File: src/rtl/alu_share_arbiter.sv
// Round-robin sharing of one external ALU between two valid/ready requesters.
// Operands are registered toward the ALU, and the result is registered back to the requester.
module alu_share_arbiter #(
  parameter int WIDTH = 32
) (
  input  logic             clk,
  input  logic             reset,
  input  logic             Req0Valid,
  output logic             Req0Ready,
  input  logic [WIDTH-1:0] Req0SrcA,
  input  logic [WIDTH-1:0] Req0SrcB,
  input  logic [2:0]       Req0ALUControl,
  input  logic             Req1Valid,
  output logic             Req1Ready,
  input  logic [WIDTH-1:0] Req1SrcA,
  input  logic [WIDTH-1:0] Req1SrcB,
  input  logic [2:0]       Req1ALUControl,
  output logic             Resp0Valid,
  input  logic             Resp0Ready,
  output logic             Resp1Valid,
  input  logic             Resp1Ready,
  output logic [WIDTH-1:0] RespResult,
  output logic             RespZero,
  output logic [WIDTH-1:0] SrcA,
  output logic [WIDTH-1:0] SrcB,
  output logic [2:0]       ALUControl,
  input  logic [WIDTH-1:0] ALUResult,
  input  logic             Zero,
  output logic             Busy
);

  typedef enum logic [1:0] {IDLE, EXEC, RESP} state_t;

  state_t           state_reg, state_next;
  logic             last_grant_reg, last_grant_next;
  logic             owner_reg, owner_next;
  logic [WIDTH-1:0] src_a_reg, src_a_next;
  logic [WIDTH-1:0] src_b_reg, src_b_next;
  logic [2:0]       alu_control_reg, alu_control_next;
  logic [WIDTH-1:0] resp_result_reg, resp_result_next;
  logic             resp_zero_reg, resp_zero_next;

  logic [1:0]       req_valid, req_ready, resp_valid, resp_ready;
  logic [WIDTH-1:0] req_src_a [2];
  logic [WIDTH-1:0] req_src_b [2];
  logic [2:0]       req_op [2];
  logic             grant, grant_valid;

  assign req_valid    = {Req1Valid, Req0Valid};
  assign resp_ready   = {Resp1Ready, Resp0Ready};
  assign req_src_a[0] = Req0SrcA;
  assign req_src_a[1] = Req1SrcA;
  assign req_src_b[0] = Req0SrcB;
  assign req_src_b[1] = Req1SrcB;
  assign req_op[0]    = Req0ALUControl;
  assign req_op[1]    = Req1ALUControl;

  // On a tie the port that did not win last time is granted.
  always_comb begin
    grant_valid = (state_reg == IDLE) && (|req_valid);
    grant       = (&req_valid) ? ~last_grant_reg : req_valid[1];
  end

  generate
    for (genvar gi = 0; gi < 2; gi++) begin : g_port
      assign req_ready[gi]  = grant_valid && (grant == 1'(gi));
      assign resp_valid[gi] = (state_reg == RESP) && (owner_reg == 1'(gi));
    end
  endgenerate

  always_comb begin
    state_next       = state_reg;
    last_grant_next  = last_grant_reg;
    owner_next       = owner_reg;
    src_a_next       = src_a_reg;
    src_b_next       = src_b_reg;
    alu_control_next = alu_control_reg;
    resp_result_next = resp_result_reg;
    resp_zero_next   = resp_zero_reg;
    case (state_reg)
      IDLE: begin
        if (grant_valid) begin
          src_a_next       = req_src_a[grant];
          src_b_next       = req_src_b[grant];
          alu_control_next = req_op[grant];
          owner_next       = grant;
          last_grant_next  = grant;
          state_next       = EXEC;
        end
      end
      EXEC: begin
        resp_result_next = ALUResult;
        resp_zero_next   = Zero;
        state_next       = RESP;
      end
      RESP: begin
        if (resp_ready[owner_reg]) state_next = IDLE;
      end
      default: state_next = IDLE;
    endcase
  end

  always_ff @(posedge clk) begin
    if (reset) begin
      state_reg       <= IDLE;
      last_grant_reg  <= 1'b1;
      owner_reg       <= 1'b0;
      src_a_reg       <= '0;
      src_b_reg       <= '0;
      alu_control_reg <= 3'b000;
      resp_result_reg <= '0;
      resp_zero_reg   <= 1'b0;
    end else begin
      state_reg       <= state_next;
      last_grant_reg  <= last_grant_next;
      owner_reg       <= owner_next;
      src_a_reg       <= src_a_next;
      src_b_reg       <= src_b_next;
      alu_control_reg <= alu_control_next;
      resp_result_reg <= resp_result_next;
      resp_zero_reg   <= resp_zero_next;
    end
  end

  assign Req0Ready  = req_ready[0];
  assign Req1Ready  = req_ready[1];
  assign Resp0Valid = resp_valid[0];
  assign Resp1Valid = resp_valid[1];
  assign RespResult = resp_result_reg;
  assign RespZero   = resp_zero_reg;
  assign SrcA       = src_a_reg;
  assign SrcB       = src_b_reg;
  assign ALUControl = alu_control_reg;
  assign Busy       = (state_reg != IDLE);

endmodule

File: config.mk
export PLATFORM = sky130hd
export DESIGN_NAME = alu_share_arbiter
export DESIGN_NICKNAME = d
export VERILOG_FILES = /design/src/rtl/alu_share_arbiter.sv
export SDC_FILE = /design/constraint.sdc
export NUM_CORES = 1
export LEC_CHECK = 0
export CAP_MARGIN = 25
export CORE_MARGIN = 1
export CORE_UTILIZATION = 33
export DETAILED_ROUTE_END_ITERATION = 6
export PLACE_DENSITY = 0.76
export SLEW_MARGIN = 10
export SYNTH_ARGS = -nofsm -noshare
export SYNTH_HDL_FRONTEND = slang
export SYNTH_SLANG_ARGS = --single-unit
File: constraint.sdc
create_clock -name clk -period 1.45 [get_ports clk]
set_clock_uncertainty 0.15 [all_clocks]
set_input_delay 0.2175 -clock clk [delete_from_list [all_inputs] [get_ports clk]]
set_output_delay 0.2175 -clock clk [all_outputs]
set_load 0.05 [all_outputs]
==> qor.yml, run 1 <==
worst_ir_drop_on_vdd_mv: 0.6162
drive_above_1_share_pct: 34.89
cts_inserted_buffers: 9
maximum_number_of_pins_on_one_net_before_global_route_repair: 52
dpl.hpwl_mm: 12.66
outcome: "complete, but fails checks"
core_rows: 41
synth_area_per_cell_um2: 8.052
timing.setup.critical_path_class: "flip-flop to flip-flop"
path_max_fanout: 13
hold_path_depth: 2
yosys_warnings: 0
detail_route.iter0.violations: 441
syn_nets: 724
clkSlewWorstSetupHoldPaths_ps: 70
ff2ff_setup_slack_ps: -260
cts-htree-levels: 3
floorplan.die_area_um2: 13910
hold-worst-slack_ps: 64.08
violations_in_the_final_reports: "negative setup slack"
grt_antenna_before_repair: 2
leakage_nw: 3.944
timing.fmax_mhz: 586.4
worst_hold_path_startpoint: "reset"
setup_viol_count_final: 105
synth.area.top_cells: "sky130_fd_sc_hd__dfxtp_1, sky130_fd_sc_hd__nand2_1, sky130_fd_sc_hd__a21oi_1, sky130_fd_sc_hd__a311oi_1, sky130_fd_sc_hd__buf_2"
proportion_of_netlist_area_held_by_the_largest_area_contributor_pct: 46.93
design.core.area_um2: 12880
yosys_register_bits: 104
route.detailed.drc: 0
yosysUniqueCellTypes: 25
layoutNonFillerInstCount: 1028
ant_nets: 0
area_growth_syn_to_fin_pct: 128.0
grt.total_usage_pct: 27.16
slew_headroom_pct: 75.99
route.vias.total: 5595
route.detailed.wl_per_inst_um: 20.51
worst_setup_path_start_kind: "flip-flop"
synth-edff-count: 0
timing.critical_path.to_type: "flip-flop"
critical_path.reg2reg.endpoint: "SrcA[31]"
slew_violations: 0
floorplan.initialDensity_pct: 34.46
post-route-period-util_pct: 117.6
finalNetCount: 1022
synthesis.instances: 551
postSynth.topFlopCell: "sky130_fd_sc_hd__dfxtp_1"
synthDominantAreaCellType: "sky130_fd_sc_hd__dfxtp_1"
timing_worst_slew_pin_value_ps: 360.1
rsz0062_at_grt: "yes"
first_global_vias: 5541
top_level_ports: 278
yosysMostFrequentCell: "sky130_fd_sc_hd__nand2_1"
min_to: "SrcA[3]"
root_buffer: "sky130_fd_sc_hd__clkbuf_16"
firstDrtPassIters: 5
r2r_cells: 5
globalRoute.totalOverflow: 0
die_width_um: 118.0
post_drt_via_cell_ratio: 5.443
maxCapViolCount: 0
cts.sink_count: 104
port_buffers: 277
power.density_cell_area_nw_per_um2: 1096
fp.dieH_um: 118.0
final_period_minus_worst_setup_slack_ps: 1705
startpoint: "last_grant_reg"
hold_viol: 0
wire_length_of_the_first_global_routing_pass_mm: 29.70
wl_mm: 21.09
cts_hold_buffers: 0
maximum_count_of_clock_buffers_along_a_single_path: 2
hold_class: "input port to flip-flop"
worst-endpoint-arrival_ps: 1790
r2r-start: "last_grant_reg"
post_synth_instance_area_um2: 4437
final_wtd_congestion: 0.8233
ys_async_sr_fraction_pct: 0
dpl.cell_count: 968
cts_tree: "done"
setup_ws_ps: -255.4
clock_latency_reported_for_the_late_side_of_the_worst_skew_pair_ps: 350
cp.required_ps: 1540
top_cell_types_by_occurrence_after_synthesis: "sky130_fd_sc_hd__nand2_1, sky130_fd_sc_hd__dfxtp_1, sky130_fd_sc_hd__a21oi_1"
synth.yosys.seq_area_share_pct: 46.93
-- area by class of cell --
cell class,count,area (µm²)
clock buffer,11,252.7
clock inverter,5,55.05
antenna,2,5.005
inverter,2,16.27
sequential,104,2088
timing repair buffer,343,4984
multi-input combinational,389,2499
fill,766,2761
tap,172,215.2
-- how the worst max path moves through the flow --
stage,endpoint,cells past startpoint
global route,SrcA[31],5
global placement,ALUControl[2],5
floorplan,Req0Ready,4
finish,SrcA[31],5
detailed placement,SrcA[20],5
CTS,Req1Ready,4
-- critical path, stage by stage, from the launching register on --
cell and delay [ps]:
sky130_fd_sc_hd__dfxtp_4 350, sky130_fd_sc_hd__a21boi_4 250, sky130_fd_sc_hd__buf_4 190, sky130_fd_sc_hd__bufbuf_16 280, sky130_fd_sc_hd__nand2_1 70, sky130_fd_sc_hd__a311oi_1 310
-- metal layers --
layer	GRT usage, %	share of wire (%)
met4	14.18	3.5
met5	0	0
met2	48.79	53
met1	29.87	37
met3	5.669	6.6
-- power by group --
| group | switching (W) | internal [W] | total (W) | leakage, nW |
|---|---|---|---|---|
| registers | 0.000362 | 0.00317 | 0.00353 | 0.860 |
| clock network | 0.00111 | 0.00143 | 0.00253 | 0.148 |
| logic | 0.00242 | 0.00260 | 0.00502 | 2.94 |
| total | 0.00389 | 0.00720 | 0.0111 | 3.94 |
-- kinds of logic after synthesis --
kind of cell / synth area share [%]
mux: 0.2256
compound gates: 26.82
simple gates: 18.92
flops: 46.93
buf+inv: 7.106
-- stage by stage --
stage	power, W	utilization, %	TNS (ps)	worst slack (ps)	cell area [µm²]
3_5_place_dp	0.007647	66.27	-31690	-578.3	8533
5_1_grt	0.01145	78.55	-16200	-354.3	10110
6_report	0.01109	78.55	-10480	-255.4	10110
2_1_floorplan	0.005386	-	-35.72	-23.11	4482
3_3_place_gp	0.007548	66.27	-28270	-455.2	8533
4_1_cts	0.01066	73.50	-6992	-184.0	9464
-- placed cells by master, fill, tap and decap left out, types with 2 or more instances in the layout --
cell,netlist,final
sky130_fd_sc_hd__a21oi_1,102,58
sky130_fd_sc_hd__a21oi_2,0,44
sky130_fd_sc_hd__a311oi_1,58,38
sky130_fd_sc_hd__a311oi_2,9,29
sky130_fd_sc_hd__buf_12,0,123
sky130_fd_sc_hd__buf_16,0,8
sky130_fd_sc_hd__buf_4,6,13
sky130_fd_sc_hd__buf_6,5,11
sky130_fd_sc_hd__buf_8,0,7
sky130_fd_sc_hd__bufbuf_16,0,2
sky130_fd_sc_hd__clkbuf_16,0,17
sky130_fd_sc_hd__clkbuf_8,0,2
sky130_fd_sc_hd__clkdlybuf4s50_1,0,169
sky130_fd_sc_hd__clkinv_2,0,2
sky130_fd_sc_hd__clkinvlp_4,0,3
sky130_fd_sc_hd__dfxtp_1,104,101
sky130_fd_sc_hd__dfxtp_2,0,2
sky130_fd_sc_hd__diode_2,0,2
sky130_fd_sc_hd__dlygate4sd2_1,0,2
sky130_fd_sc_hd__nand2_1,203,181
sky130_fd_sc_hd__nand2_2,0,10
sky130_fd_sc_hd__nand2_4,0,12
sky130_fd_sc_hd__nor2_1,3,2
sky130_fd_sc_hd__nor2_4,1,3
-- repair_timing --
action,in CTS,in global routing
endpoints found under the setup margin,73,96
buffers inserted,18,4
gates resized for setup,44,96
gates cloned,10,10
pin swaps,26,38
(Power assumes the default switching activity.)
==> inputs of run 2 (changes only) <==
--- a/config.mk
+++ b/config.mk
@@ -7,9 +7,10 @@
 export LEC_CHECK = 0
 export CAP_MARGIN = 25
 export CORE_MARGIN = 1
-export CORE_UTILIZATION = 33
+export CORE_UTILIZATION = 34
+export CTS_BUF_LIST = sky130_fd_sc_hd__clkbuf_2
 export DETAILED_ROUTE_END_ITERATION = 6
-export PLACE_DENSITY = 0.76
+export PLACE_DENSITY = 0.78
 export SLEW_MARGIN = 10
 export SYNTH_ARGS = -nofsm -noshare
 export SYNTH_HDL_FRONTEND = slang
==> run 2 against run 1 <==
  * Via count grew 13%
  * The run ends with negative hold slack, negative setup slack left
  * Largest power group unchanged
  * Critical endpoint is now Req0Ready
  * Clock power is 33% lower
  * Highest routed layer unchanged
  * Setup slack lost 190 ps
==> qor.yml, run 2 (synthesis gave the netlist of run 1 again) <==
maximum_number_of_pins_on_one_net_before_global_route_repair: 70
hold_class: "input port to flip-flop"
globalRoute.totalOverflow: 0
fin_total_pwr_w: 0.01060
most_frequent_standard_cell_in_the_layout_excluding_fill_and_tap_cells: "sky130_fd_sc_hd__nand2_1"
cts_inserted_buffers: 9
route.detailed.drc: 0
top_level_ports: 278
cts-htree-levels: 3
drive_above_1_share_pct: 35.54
timing.critical_path.slowest_cell_delay_ps: 410
power_frac_comb_pct: 50.1
floorplan.die_area_um2: 13510
fillers: 583
maximum_count_of_clock_buffers_along_a_single_path: 2
ant_nets: 0
setup_ws_ps: -450.0
crit_top_cell: "sky130_fd_sc_hd__nor2_4"
hold-worst-slack_ps: -11.67
multiInputGateArea_um2: 2246
cts_tree: "done"
dpl.cell_count: 962
clockPowerShare_pct: 15.9
finalNetCount: 1136
placement.setup.worst_slack_ps: -499.2
route.detailed.wl_per_inst_um: 22.22
slew_violations: 0
final_wtd_congestion: 0.8185
r2r_cells: 7
cp.required_ps: 1080
power.share.sequential_pct: 34.0
maxCapViolCount: 0
timing.fmax_mhz: 526.3
switching_share_pct: 37.56
worst_setup_path_start_kind: "flip-flop"
path_max_fanout: 4
wl_mm: 25.35
die_width_um: 116.2
area_growth_syn_to_fin_pct: 147.3
post-route-util_pct: 86.59
worst_ir_drop_on_vdd_mv: 0.4949
r2r-start: "last_grant_reg"
layoutNonFillerInstCount: 1141
leakage_nw: 4.291
timing.critical_path.buf_inv: 1
wire_length_of_the_first_global_routing_pass_mm: 31.75
timing.setup.critical_path_class: "flip-flop to output pin"
hold_path_depth: 3
root_buffer: "sky130_fd_sc_hd__clkbuf_2"
sequential_cell_area_um2: 2248
total_switching_power_w: 0.003980
critical_path.reg2reg.endpoint: "ALUControl[2]"
core_rows: 41
floorplan.initialDensity_pct: 35.02
slew_headroom_pct: 74.21
hold_viol: 1
critical-path-slowest-cell: "sky130_fd_sc_hd__dfxtp_2"
layout_common_cells: "sky130_fd_sc_hd__nand2_1, sky130_fd_sc_hd__clkdlybuf4s50_1, sky130_fd_sc_hd__buf_12"
min_to: "SrcB[31]"
route.vias.total: 6320
post_drt_via_cell_ratio: 5.539
grt_antenna_before_repair: 1
dpl.hpwl_mm: 12.21
final_period_minus_worst_setup_slack_ps: 1900
internal_power_w: 0.006616
violations_in_the_final_reports: "negative hold slack, negative setup slack"
cts.sink_count: 104
setup_viol_count_final: 197
clock_latency_reported_for_the_late_side_of_the_worst_skew_pair_ps: 600
category_of_cells_accounting_for_the_largest_share_of_critical_path_delay: "flip-flops"
timing_worst_slew_pin_value_ps: 386.9
worst_hold_path_startpoint: "Req1SrcB[31]"
firstDrtPassIters: 6
first_global_vias: 6065
path_cells: "nor2_4 -> nand2_2 -> nor2_4 -> buf_6"
outcome: "complete, but fails checks"
grt.total_usage_pct: 31.25
detail_route.iter0.violations: 585
worst-endpoint-arrival_ps: 1530
design.core.area_um2: 12670
power.density_cell_area_nw_per_um2: 965.7
timing.critical_path.to_type: "output pin"
clkSlewWorstSetupHoldPaths_ps: 310
ff2ff_setup_slack_ps: -360
port_buffers: 277
rsz0062_at_grt: "yes"
post-route-period-util_pct: 131.0
fp.dieH_um: 116.2
==> run 2: changes by cell type in the layout (fill, tap and decap cells not counted), moves of 20 or more <==
cell / previous run / this run
sky130_fd_sc_hd__dlygate4sd3_1: 0 / 110
sky130_fd_sc_hd__dfxtp_1: 101 / 1
sky130_fd_sc_hd__dfxtp_2: 2 / 88
sky130_fd_sc_hd__a21oi_1: 58 / 101
sky130_fd_sc_hd__a21oi_2: 44 / 1
sky130_fd_sc_hd__nand2_1: 181 / 201
==> run 2: worst max path at each step <==
stage                             from   endpoint  cells after the start
after global routing      state_reg[1]   SrcA[30]                      8
after CTS                 state_reg[0]  Req0Ready                      4
after global placement       Req0Valid  Req0Ready                      5
after floorplan           state_reg[0]  Req0Ready                      4
after detailed placement     Req0Valid   SrcB[23]                      5
final                     state_reg[1]  Req0Ready                      4
==> run 2: power by group through the flow <==
stage | combinational (W) | sequential, W | clock, W
global route | 0.00548 | 0.00363 | 0.00182
finish | 0.00531 | 0.00360 | 0.00169
CTS | 0.00498 | 0.00358 | 0.00165
detailed placement | 0.00401 | 0.00357 | 0
global placement | 0.00394 | 0.00355 | 0
floorplan | 0.000971 | 0.00442 | 0
==> run 2: what timing repair did <==
action                     CTS  global route
buffers inserted            29             6
pin swaps                   16            23
hold buffers                69            41
gates resized for setup    164            21
gates cloned                17             0
setup endpoints to repair  172           205
hold endpoints to repair    76            31
==> run 2: cell type report <==
type | instances | share of cell area, %
Clock inverter | 7 | 0.9009
Multi-Input combinational cell | 389 | 20.47
Sequential cell | 104 | 20.49
Tap cell | 172 | 1.961
Antenna cell | 1 | 0.02281
Inverter | 2 | 0.1482
Clock buffer | 9 | 0.4105
Timing Repair Buffer | 457 | 55.59
==> run 2: metal layers <==
metal	global-route usage [%]	share of wire [%]	wire, µm	vias to the layer above
met5	0	0	0	-
met4	16.84	5.9	1500	0
met3	9.030	9.7	2448	124
met2	55.98	51	12890	457
met1	33.01	34	8513	2976
li1	-	-	-	2763
==> run 2: worst register-to-register path: stages, from the launching register on <==
cell	delay, ps
sky130_fd_sc_hd__dfxtp_4	420
sky130_fd_sc_hd__a21boi_4	190
sky130_fd_sc_hd__buf_4	140
sky130_fd_sc_hd__buf_6	90
sky130_fd_sc_hd__buf_12	120
sky130_fd_sc_hd__bufbuf_16	270
sky130_fd_sc_hd__nand2_1	70
sky130_fd_sc_hd__a311oi_1	310
==> run 2: metrics by stage <==
stage	area [µm²]	setup TNS (ps)	hold WS (ps)
after global placement	8476	-26180	300.0
after global routing	10970	-42430	-19.63
final	10970	-28830	-11.67
after detailed placement	8476	-29120	306.4
after floorplan	4482	-35.72	203.5
after CTS	10420	-26540	0.3578
==> inputs of run 3 (changes only) <==
--- a/config.mk
+++ b/config.mk
@@ -9,8 +9,9 @@
 export CORE_MARGIN = 1
 export CORE_UTILIZATION = 34
 export CTS_BUF_LIST = sky130_fd_sc_hd__clkbuf_2
+export CTS_CLUSTER_DIAMETER = 50
 export DETAILED_ROUTE_END_ITERATION = 6
-export PLACE_DENSITY = 0.78
+export PLACE_DENSITY_LB_ADDON = 0.1
 export SLEW_MARGIN = 10
 export SYNTH_ARGS = -nofsm -noshare
 export SYNTH_HDL_FRONTEND = slang
==> run 3 against run 2 <==
  * The flow still finishes with violations (negative hold slack, negative setup slack)
  * Flip-flop and latch count is the same
  * Global-route usage grew 0.10 points
  * Non-clock buffer count is 69 higher
  * Register-to-register slack got worse by 270 ps
  * Routed wire length up 34%
  * Die area unchanged
  * Critical endpoint is now SrcA[4]
  * Largest cell class unchanged
  * Sequential power is 2% higher
  * Combinational power increased by 14%
  * Clock-buffer cell count grew 2
  * Maximum frequency decreased by 8.8%
  * Final cell count up 6.3%
==> qor.yml, run 3 (synthesis gave the netlist of run 1 again) <==
first_global_vias: 6320
hold_path_depth: 3
floorplan.initialDensity_pct: 35.02
grt.met1_usage_pct: 32.12
setup_ws_ps: -634.0
final_wtd_congestion: 0.8052
port_buffers: 277
grt.total_usage_pct: 31.36
design.core.area_um2: 12670
timing.fmax_mhz: 479.8
total_switching_power_w: 0.004544
cts_inserted_buffers: 9
wl_mm: 33.86
hold_class: "input port to flip-flop"
ant_nets: 0
core_rows: 41
layout_common_cells: "sky130_fd_sc_hd__clkdlybuf4s50_1, sky130_fd_sc_hd__nand2_1, sky130_fd_sc_hd__dlygate4sd3_1"
cts_tree: "done"
fillers: 215
root_buffer: "sky130_fd_sc_hd__clkbuf_2"
setup_viol_count_final: 206
global_route_track_usage_on_met2_pct: 56.53
wire_length_of_the_first_global_routing_pass_mm: 32.13
hold-worst-slack_ps: -42.85
detail_route.iter0.violations: 642
slew_headroom_pct: 59.93
rsz0062_at_grt: "yes"
worst_setup_path_start_kind: "flip-flop"
maxCapViolCount: 0
power_frac_comb_pct: 54.7
timing.setup.critical_path_class: "flip-flop to flip-flop"
violations_in_the_final_reports: "negative hold slack, negative setup slack"
cts.sink_count: 104
dpl.hpwl_mm: 11.72
route.detailed.wl_per_inst_um: 27.92
cts-htree-levels: 3
firstDrtPassIters: 7
timing_worst_slew_pin_value_ps: 601.0
clock_latency_reported_for_the_late_side_of_the_worst_skew_pair_ps: 670
fin_total_pwr_w: 0.01107
clockPowerShare_pct: 12.2
worst_ir_drop_on_vdd_mv: 0.6376
worst-endpoint-arrival_ps: 2490
fp.dieH_um: 116.2
route.detailed.drc: 0
met3_routing_resource_usage_after_global_routing_pct: 9.133
cp.required_ps: 1860
most_frequent_standard_cell_in_the_layout_excluding_fill_and_tap_cells: "sky130_fd_sc_hd__clkdlybuf4s50_1"
post_drt_via_cell_ratio: 6.009
post-route-period-util_pct: 143.7
timing.critical_path.to_type: "flip-flop"
final_period_minus_worst_setup_slack_ps: 2084
slew_violations: 0
outcome: "complete, but fails checks"
hold_viol: 4
switching_share_pct: 41.06
leakage_nw: 4.866
power.density_cell_area_nw_per_um2: 903.2
placement.setup.worst_slack_ps: -501.0
route.vias.total: 7289
path_max_fanout: 8
r2r_cells: 9
drive_above_1_share_pct: 46.67
globalRoute.totalOverflow: 0
floorplan.die_area_um2: 13510
maximum_number_of_pins_on_one_net_before_global_route_repair: 40
grt_antenna_before_repair: 3
maximum_count_of_clock_buffers_along_a_single_path: 2
top_level_ports: 278
area_growth_syn_to_fin_pct: 176.2
global_route_hottest_layer: "met2"
clkSlewWorstSetupHoldPaths_ps: 310
power.share.sequential_pct: 33.1
die_width_um: 116.2
internal_power_w: 0.006524
finalNetCount: 1205
[run 3: what timing repair did]
item	4_1_cts	5_1_grt
hold buffers	143	2
pin swaps	10	124
buffers inserted	15	45
endpoints found under the setup margin	172	206
resized for setup	114	247
endpoints found under the hold margin	98	2
gates cloned	6	16
[run 3: path summary, 6_finish.rpt]
kind	to	from	slack [ps]
worst max-delay path	SrcA[4]	state_reg[0]	-630
worst min-delay path	SrcB[28]	Req1SrcB[28]	-40
worst max register to register	SrcA[4]	state_reg[0]	-630
worst min register to register	RespResult[15]	RespResult[15]	370
[run 3: layer usage]
layer  share of wire (%)  vias up  wire length, µm
met1                  33     3426            11060
met2                  48      698            16090
met5                   0        -                0
met4                 9.4        0             3195
li1                    -     2900                -
met3                  10      265             3510
[run 3: layout make-up]
cell class | count | area [µm²] | share of cell area (%)
repair buffers | 526 | 6731 | 54.93
multi-input cells | 389 | 2907 | 23.72
flip-flops and latches | 104 | 2296 | 18.74
well taps | 172 | 215.2 | 1.756
clock buffers | 11 | 55.05 | 0.4493
clock inverters | 5 | 23.77 | 0.1940
inverters | 2 | 16.27 | 0.1327
diodes | 4 | 10.01 | 0.08168
[run 3: metrics by stage]
| stage | cells | cell area, µm² | TNS [ps] | utilization [%] |
|---|---|---|---|---|
| 2_1_floorplan | 551 | 4482 | -35.72 | - |
| 3_3_place_gp | 967 | 8526 | -26700 | 67.29 |
| 3_5_place_dp | 967 | 8526 | -30710 | 67.29 |
| 4_1_cts | 1147 | 10520 | -23710 | 82.99 |
| 5_1_grt | 1211 | 12250 | -59960 | 96.67 |
| 6_report | 1213 | 12250 | -51150 | 96.71 |
[run 3: power groups by stage]
| stage | sequential (W) | clock [W] | combinational, W |
|---|---|---|---|
| 6_report | 0.00367 | 0.00135 | 0.00605 |
| 5_1_grt | 0.00368 | 0.00144 | 0.00616 |
| 4_1_cts | 0.00357 | 0.00121 | 0.00462 |
| 3_5_place_dp | 0.00356 | 0 | 0.00405 |
| 3_3_place_gp | 0.00355 | 0 | 0.00399 |
| 2_1_floorplan | 0.00442 | 0 | 0.000971 |
[run 3: worst max-delay path, cell delays in order (launching register included)]
cell and delay [ps]:
sky130_fd_sc_hd__dfxtp_2 420, sky130_fd_sc_hd__nor2_4 190, sky130_fd_sc_hd__buf_6 150, sky130_fd_sc_hd__buf_6 90, sky130_fd_sc_hd__buf_6 90, sky130_fd_sc_hd__buf_12 140
sky130_fd_sc_hd__buf_8 120, sky130_fd_sc_hd__buf_12 130, sky130_fd_sc_hd__a21oi_1 80, sky130_fd_sc_hd__a311oi_1 400
